## config.mk

```make
export PLATFORM = sky130hd
export DESIGN_NAME = sent_tx_crc_gen
export DESIGN_NICKNAME = d
export VERILOG_FILES = /design/src/rtl/sent_pkg.sv /design/src/rtl/sent_crc_step.sv /design/src/rtl/sent_tx_crc_gen.sv
export SDC_FILE = /design/constraint.sdc
export NUM_CORES = 1
export LEC_CHECK = 0
export ABC_AREA = 1
export CORE_ASPECT_RATIO = 0.9
export CORE_MARGIN = 5
export CORE_UTILIZATION = 37
export DETAILED_ROUTE_END_ITERATION = 7
export DONT_BUFFER_PORTS = 1
export SKIP_CTS_REPAIR_TIMING = 1
export SLEW_MARGIN = 20
export SYNTH_ARGS = -nofsm -noshare
export SYNTH_HDL_FRONTEND = slang
export SYNTH_SLANG_ARGS = --single-unit
```

## constraint.sdc

```tcl
create_clock -name clk_tx -period 2.5 [get_ports clk_tx]
set_input_delay 0.375 -clock clk_tx [delete_from_list [all_inputs] [get_ports clk_tx]]
set_output_delay 0.375 -clock clk_tx [all_outputs]
set_load 0.005 [all_outputs]
```

## src/rtl/sent_pkg.sv

```systemverilog
// Shared constants for the SENT transmit CRC generator: mode encodings,
// CRC masks and seeds, per-mode payload/augmentation lengths and FSM states.
package sent_pkg;

  // Frame type encodings carried on mode_i
  localparam logic [2:0] SENT_MODE_FAST6 = 3'b001;
  localparam logic [2:0] SENT_MODE_FAST4 = 3'b010;
  localparam logic [2:0] SENT_MODE_FAST3 = 3'b011;
  localparam logic [2:0] SENT_MODE_SHORT = 3'b100;
  localparam logic [2:0] SENT_MODE_ENH   = 3'b101;

  // CRC4: x^4+x^3+x^2+1, CRC6: x^6+x^4+x^3+1 (top term implicit in the step)
  localparam logic [3:0] CRC4_MASK = 4'b1101;
  localparam logic [3:0] CRC4_SEED = 4'b0101;
  localparam logic [5:0] CRC6_MASK = 6'b011001;
  localparam logic [5:0] CRC6_SEED = 6'b010101;

  // Payload bit counts per mode
  localparam logic [4:0] N_FAST6 = 5'd24;
  localparam logic [4:0] N_FAST4 = 5'd16;
  localparam logic [4:0] N_FAST3 = 5'd12;
  localparam logic [4:0] N_SHORT = 5'd12;
  localparam logic [4:0] N_ENH   = 5'd24;

  // Trailing zero bits fed after the payload
  localparam logic [4:0] A_CRC4 = 5'd4;
  localparam logic [4:0] A_CRC6 = 5'd6;

  typedef enum logic [1:0] {
    ST_IDLE  = 2'd0,
    ST_SHIFT = 2'd1,
    ST_AUG   = 2'd2
  } sent_state_e;

  function automatic logic mode_legal(input logic [2:0] m);
    return (m == SENT_MODE_FAST6) || (m == SENT_MODE_FAST4) ||
           (m == SENT_MODE_FAST3) || (m == SENT_MODE_SHORT) ||
           (m == SENT_MODE_ENH);
  endfunction

  function automatic logic [4:0] mode_nbits(input logic [2:0] m);
    logic [4:0] n;
    case (m)
      SENT_MODE_FAST6: n = N_FAST6;
      SENT_MODE_FAST4: n = N_FAST4;
      SENT_MODE_FAST3: n = N_FAST3;
      SENT_MODE_SHORT: n = N_SHORT;
      SENT_MODE_ENH:   n = N_ENH;
      default:         n = 5'd0;
    endcase
    return n;
  endfunction

  function automatic logic mode_crc6(input logic [2:0] m);
    return (m == SENT_MODE_ENH);
  endfunction

endpackage

```

## src/rtl/sent_crc_step.sv

```systemverilog
// One-bit LFSR step of a SENT-style CRC: feedback is the register MSB xor
// the incoming bit; the register shifts left and xors in MASK on feedback.
module sent_crc_step #(
  parameter int          W    = 4,
  parameter logic [W-1:0] MASK = '0
) (
  input  logic [W-1:0] crc_i,
  input  logic         bit_i,
  output logic [W-1:0] crc_o
);

  logic fb;

  // Single combinational step of the serial CRC
  always_comb begin
    fb    = crc_i[W-1] ^ bit_i;
    crc_o = {crc_i[W-2:0], 1'b0} ^ (fb ? MASK : '0);
  end

endmodule

```

## src/rtl/sent_tx_crc_gen.sv

```systemverilog
// SENT transmit CRC generator. Captures a right-justified payload on start,
// feeds it MSB first through a CRC4 or CRC6 LFSR one bit per clock, then
// feeds the zero augmentation bits and presents the result with done_o.
//
// Handshake: start_i is a request pulse that is only looked at while busy_o
// is low; an accepted start raises busy_o from the next cycle until the cycle
// done_o pulses, and a start in the done_o cycle is accepted. There is no
// backpressure on done_o/crc_o; crc_o holds its value until the next result.
module sent_tx_crc_gen
  import sent_pkg::*;
(
  input  logic        clk_tx,
  input  logic        reset_tx,
  input  logic        start_i,
  input  logic [2:0]  mode_i,
  input  logic [23:0] data_i,
  output logic        busy_o,
  output logic        done_o,
  output logic [5:0]  crc_o,
  output logic        err_o,
  output sent_state_e state_o
);

  sent_state_e state_q, state_d;
  logic [23:0] shift_q;
  logic [4:0]  cnt_q;
  logic [5:0]  crc_q;
  logic        crc6_q;

  logic        idle;
  logic        start_ok;
  logic        start_bad;
  logic        cnt_zero;
  logic        feed_bit;
  logic [3:0]  step4;
  logic [5:0]  step6;
  logic [5:0]  crc_next;
  logic [4:0]  n_bits;

  assign idle      = (state_q == ST_IDLE);
  assign start_ok  = start_i & idle & mode_legal(mode_i);
  assign start_bad = start_i & idle & ~mode_legal(mode_i);
  assign cnt_zero  = (cnt_q == 5'd0);
  assign n_bits    = mode_nbits(mode_i);
  // Payload bits during SHIFT, zero augmentation bits otherwise
  assign feed_bit  = (state_q == ST_SHIFT) ? shift_q[23] : 1'b0;

  sent_crc_step #(.W(4), .MASK(CRC4_MASK)) u_step4 (
    .crc_i (crc_q[3:0]),
    .bit_i (feed_bit),
    .crc_o (step4)
  );

  sent_crc_step #(.W(6), .MASK(CRC6_MASK)) u_step6 (
    .crc_i (crc_q),
    .bit_i (feed_bit),
    .crc_o (step6)
  );

  assign crc_next = crc6_q ? step6 : {2'b00, step4};

  // State register
  always_ff @(posedge clk_tx) begin
    if (reset_tx) state_q <= ST_IDLE;
    else          state_q <= state_d;
  end

  // Next-state logic: payload bits, then augmentation bits, then back to idle
  always_comb begin
    state_d = state_q;
    case (state_q)
      ST_IDLE:  if (start_ok) state_d = ST_SHIFT;
      ST_SHIFT: if (cnt_zero) state_d = ST_AUG;
      ST_AUG:   if (cnt_zero) state_d = ST_IDLE;
      default:  state_d = ST_IDLE;
    endcase
  end

  // FSM-derived outputs
  always_comb begin
    busy_o  = (state_q != ST_IDLE);
    state_o = state_q;
  end

  // Datapath: payload capture, LFSR update, bit counter and result pulses
  always_ff @(posedge clk_tx) begin
    if (reset_tx) begin
      shift_q <= '0;
      cnt_q   <= '0;
      crc_q   <= '0;
      crc6_q  <= 1'b0;
      crc_o   <= '0;
      done_o  <= 1'b0;
      err_o   <= 1'b0;
    end else begin
      done_o <= 1'b0;
      err_o  <= start_bad;
      case (state_q)
        ST_IDLE: begin
          if (start_ok) begin
            // Left-justify so the payload MSB sits at bit 23
            shift_q <= data_i << (5'd24 - n_bits);
            cnt_q   <= n_bits - 5'd1;
            crc6_q  <= mode_crc6(mode_i);
            crc_q   <= mode_crc6(mode_i) ? CRC6_SEED : {2'b00, CRC4_SEED};
          end
        end
        ST_SHIFT: begin
          crc_q   <= crc_next;
          shift_q <= shift_q << 1;
          if (cnt_zero) cnt_q <= (crc6_q ? A_CRC6 : A_CRC4) - 5'd1;
          else          cnt_q <= cnt_q - 5'd1;
        end
        ST_AUG: begin
          crc_q <= crc_next;
          if (cnt_zero) begin
            crc_o  <= crc_next;
            done_o <= 1'b1;
          end else begin
            cnt_q <= cnt_q - 5'd1;
          end
        end
        default: ;
      endcase
    end
  end

endmodule

```

==> flow_metrics.tcl, run 1 <==
set metrics [dict create \
    status "finished, final reports clean" \
    synthXorXnorAreaFrac_pct 1.422 \
    synth_commonest_cells "nand2_1, a21oi_1, nand3_1" \
    drtPass1Iterations 5 \
    fin_area_mm2 0.003186 \
    chipWidth_um 106.2 \
    hpwl_um 5994 \
    clockRootBuffer "clkbuf_8" \
    yosysSeqAreaShare_pct 29.91 \
    cts_buffers 5 \
    yosysTopAreaCell "dfxtp_1" \
    numPortBuffers 0 \
    setup_viol 0 \
    antenna_found_initial 0 \
    viasPerCell 5.250 \
    clock_latency_ns 0.31 \
    route.detailed.drc 0 \
    core_area_mm2 0.008068 \
    wl_per_cell_um 14.24 \
    synth.mux.area_fraction_pct 0 \
    syn-cell-area_mm2 0.003079 \
    antennaDiodeCount 0 \
    fmax_ghz 0.4981 \
    area_growth_pct 3.454 \
    slew_violations 0 \
    die_h_um 96.55 \
    num_vias 3003 \
    cap_viol_max_count 0 \
    place.gp.congestion 0.9018 \
    skew_ns 0.01230 \
    path_delay_family "buffers and inverters" \
    cpPeakStageDelay_ns 0.36 \
    grt_max_degree 33 \
    worstPathRequired_ns 2.74 \
    crit_path_max_fanout 29 \
    htree_levels 2 \
    synth_fa_ha_area_share_pct 4.063 \
    grt_pass1_vias 2758 \
    worstHoldPathType "in -> reg" \
    min_period_ns 2.008 \
    finalSetupTns_ns 0 \
    wirelength_um 8146 \
    crit_type "reg -> reg" \
    fin_nets 512 \
    vdd_ir_drop_max_mv 0.3456 \
    io_pins 41 \
    path_clk_slew_ns 0.11 \
    yosysMostFrequentCell "nand2_1" \
    dpl_cell_area_mm2 0.003088 \
    grt_setup_unrepaired "false" \
    synth_flop_cell "dfxtp_1" \
    startpoint_type "flip-flop" \
    hold_viol_final 0 \
    synth_top_family_by_area "simple AND/OR/NAND/NOR gates" \
    rows 31 \
    cts_tree "yes" \
    grtUsageTotal_pct 15.85 \
    synthArstFlopShare_pct 0 \
    synthTopCellsByArea "dfxtp_1, nand2_1, a21oi_1" \
    synth_cells 483 \
    path_cells "inv_1, ha_1, buf_4, clkinv_1, o21ai_0, o22ai_1, a21oi_1" \
    slowest_stage "dfxtp_1" \
    fin_crit_sh_pct 80.31 \
    synth_edf_count 0 \
    power_uw 3207 \
    synthSimpleGateAreaFrac_pct 35.27 \
    drive_above_1_share_pct 7.188 \
    timing.slew.headroom_pct 49.45 \
    synth_warnings 0 \
    tightestPinTransition_ns 0.7574 \
    antenna_left 0 \
    cp.arrival_ns 2.25 \
    power_density_mw_per_mm2 1007 \
    endpoint_kind "flip-flop" \
    p_leak_uw 0.001466 \
    syn-num-nets 523 \
    clock_path_buffers 2 \
    synth.distinct_cells 33 \
    synth_seq_cells 46 \
    clock-sinks 46 \
    grt_first_pass_wirelength_um 13240 \
    synth_area_per_cell_um2 6.375 \
    fillCellCount 886 \
    start_util_pct 38.17 \
    dieArea_mm2 0.01025 \
    cp_num_buf_inv 3 \
    final_util_pct 39.49 \
    synth_top_area_share_pct 29.91 \
    grt_remaining_overflow 0 \
    drt_iter0_markers 308 \
    synth_compound_area_share_pct 18.20 \
]
## final cells by class
cell class              count  area [um2]  share of cell area, %
multi-input cells         364        1815                  56.99
flip-flops and latches     46       920.9                  28.91
inverters                  50       190.2                  5.970
well taps                  99       123.9                  3.888
clock buffers               5       68.82                  2.160
repair buffers              5       37.54                  1.178
clock inverters             3       28.78                 0.9034
## cell families after synthesis
| logic type | after synthesis |
|---|---|
| buffers and inverters | 73 |
| and+or+nand+nor | 243 |
| AOI/OAI and AO/OA | 106 |
| DFF | 46 |
| adders and majority gates | 10 |
| xor gates and xnor gates | 5 |
## power by group
part,internal (uW),switching (uW)
registers,944,131
logic,534,1090
clock network,210,297
## final timing paths
check                           cells past startpoint        start  slack [ns]           to
worst min register to register                      2  shift_q[17]        0.47  shift_q[17]
worst max register to register                      7   state_o[1]        0.49     cnt_q[2]
worst max-delay path                                7   state_o[1]        0.49     cnt_q[2]
worst min-delay path                                1     reset_tx        0.11   shift_q[0]
## cell usage in the layout (no fill, tap or decap), types with 7 or more instances in the layout
cell type    n
a21oi_1     59
dfxtp_1     46
ha_1        10
inv_1       43
nand2_1    118
nand2_2      7
nand3_1     53
nand4_1      8
nor2_1      41
o21ai_0     37
## flip-flops by register name (all words and copies together) (netlist names)
signal,flops
cnt_q,5
crc6_q,1
crc_o,6
crc_q,6
done_o,1
err_o,1
shift_q,24
state_o,2
## layer usage
layer	up-vias	GRT usage, %	share of wire [%]
li1	1556	-	-
met1	1363	20.51	47
met2	70	27.53	47
met4	0	5.502	2.1
met5	-	0	0
met3	14	1.927	3.5
## metrics by stage
stage                     hold WS [ns]  worst slack [ns]  instances
after global routing            0.1094            0.3242        572
final                           0.1143            0.4923        572
after detailed placement        0.4492            0.5334        564
after global placement          0.4465            0.5472        564
after floorplan                 0.4437            0.4711        483
after CTS                       0.1103            0.4993        572
No activity file was read; power rests on OpenSTA's default activity.
==> run 2: changes to the inputs <==
==> constraint.sdc (replaced) <==
create_clock -name clk_tx -period 1.87 [get_ports clk_tx]
set_input_delay 0.2805 -clock clk_tx [delete_from_list [all_inputs] [get_ports clk_tx]]
set_output_delay 0.2805 -clock clk_tx [all_outputs]
set_load 0.005 [all_outputs]
==> flow_metrics.tcl, run 2 (synthesis results as in run 1) <==
set metrics [dict create \
    regMostFlops "shift_q" \
    grt_max_degree 33 \
    p_leak_uw 0.001521 \
    cts_tree "yes" \
    numPortBuffers 0 \
    grt_first_pass_wirelength_um 12970 \
    crit_path_max_fanout 9 \
    drt_iter0_markers 264 \
    slew_violations 0 \
    clock-sinks 46 \
    antennaDiodeCount 0 \
    r2r_cells 9 \
    wl_per_cell_um 13.73 \
    path_clk_slew_ns 0.09 \
    wirelength_um 7976 \
    final_cell_mix "nand2_1, a21oi_1, nand3_1, dfxtp_1, inv_1" \
    stdcell_count 581 \
    clock_latency_ns 0.30 \
    finalSetupTns_ns 0 \
    chipWidth_um 106.2 \
    fin_nets 521 \
    largest_register_ffs 24 \
    tightestPinTransition_ns 0.3836 \
    place.gp.congestion 0.8681 \
    finalWorstSetupSlack_ns 0.1636 \
    skew_ns 0.009389 \
    min_period_ns 1.706 \
    endpoint_kind "flip-flop" \
    worstPathRequired_ns 2.08 \
    antenna_found_initial 0 \
    power_density_mw_per_mm2 1372 \
    fillCellCount 854 \
    crit_type "reg -> reg" \
    route.detailed.drc 0 \
    rows 31 \
    htree_levels 2 \
    status "finished, final reports clean" \
    cts_buffers 5 \
    viasPerCell 5.229 \
    antenna_left 0 \
    fin_area_mm2 0.003288 \
    setup_viol 0 \
    dp_slack_ns 0.1245 \
    die_h_um 96.55 \
    reg_top3 "shift_q: 24 flops, crc_o: 6 flops, crc_q: 6 flops" \
    cap_viol_max_count 0 \
    drtPass1Iterations 5 \
    drive_above_1_share_pct 9.751 \
    timing.slew.headroom_pct 74.16 \
    cp.arrival_ns 1.92 \
    grtUsageTotal_pct 15.45 \
    hold_viol_final 0 \
    grt_setup_unrepaired "false" \
    grt_pass1_vias 2786 \
    startpoint_type "flip-flop" \
    dpl.cell_count 573 \
    power_uw 4511 \
    final_common_cell "nand2_1" \
    grt_remaining_overflow 0 \
    clock_path_buffers 2 \
    io_pins 41 \
    dieArea_mm2 0.01025 \
    vdd_ir_drop_max_mv 0.3743 \
    dpl_cell_area_mm2 0.003168 \
    clockRootBuffer "clkbuf_8" \
    hpwl_um 5895 \
    fin_crit_sh_pct 91.25 \
    worstHoldPathType "in -> reg" \
    num_vias 3038 \
    area_growth_pct 6.786 \
    start_util_pct 38.17 \
    fmax_ghz 0.5860 \
    min_path_cells 1 \
    core_area_mm2 0.008068 \
]
[run 2: cell types whose count changed in the layout (fill, tap and decap cells not counted), sizes merged]
cell	change
bufinv	+1
buf	+9
clkinvlp	+1
inv	-1
clkinv	-1
[run 2: metal layers]
layer	GRT usage, %	vias to the layer above	part of all wire [%]	wire [um]
met5	0	-	0	0
met4	5.717	0	1.7	135
met3	2.259	12	3.8	302
met2	25.26	67	47	3784
met1	20.81	1379	47	3754
li1	-	1580	-	-
[run 2: power by group]
part / total [uW] / internal (uW) / switching (uW)
Combinational: 2310 / 805 / 1510
Clock: 765 / 401 / 364
Sequential: 1430 / 1260 / 169
[run 2: worst max-delay path, stage by stage, from the launching register on]
cell and delay [ns]:
dfxtp_1 0.35, inv_1 0.10, ha_1 0.21, nand3_1 0.14
inv_1 0.09, nand2_1 0.21, inv_1 0.18, o21ai_0 0.18
o21bai_1 0.12, inv_1 0.05
[run 2: layout make-up]
class,count,area (um2),share of cell area (%)
clock buffers,5,68.82,2.093
clock inverters,3,43.79,1.332
inverters,50,193.9,5.898
multi-input cells,364,1818,55.29
flip-flops and latches,46,922.1,28.04
well taps,99,123.9,3.767
repair buffers,14,117.6,3.577
[run 2: metrics by stage]
step | utilization [%] | hold slack [ns]
global route | 40.76 | 0.02154
detailed placement | 39.27 | 0.3544
CTS | 40.66 | 0.02554
global placement | 39.27 | 0.3527
floorplan | - | 0.4337
finish | 40.76 | 0.03219
[run 2: final timing paths]
kind                             startpoint           to  slack (ns)
worst max-delay path               cnt_q[0]     crc_o[3]        0.16
worst min-delay path               reset_tx     cnt_q[0]        0.03
worst max register to register     cnt_q[0]     crc_o[3]        0.16
worst min register to register  shift_q[22]  shift_q[22]        0.46
==> run 3: changes to the inputs <==
--- a/config.mk
+++ b/config.mk
@@ -16,3 +16,4 @@
 export SYNTH_ARGS = -nofsm -noshare
 export SYNTH_HDL_FRONTEND = slang
 export SYNTH_SLANG_ARGS = --single-unit
+export TNS_END_PERCENT = 10
==> results of run 3 <==
No change in the layout: final DEF, timing and power equal those of run 2.
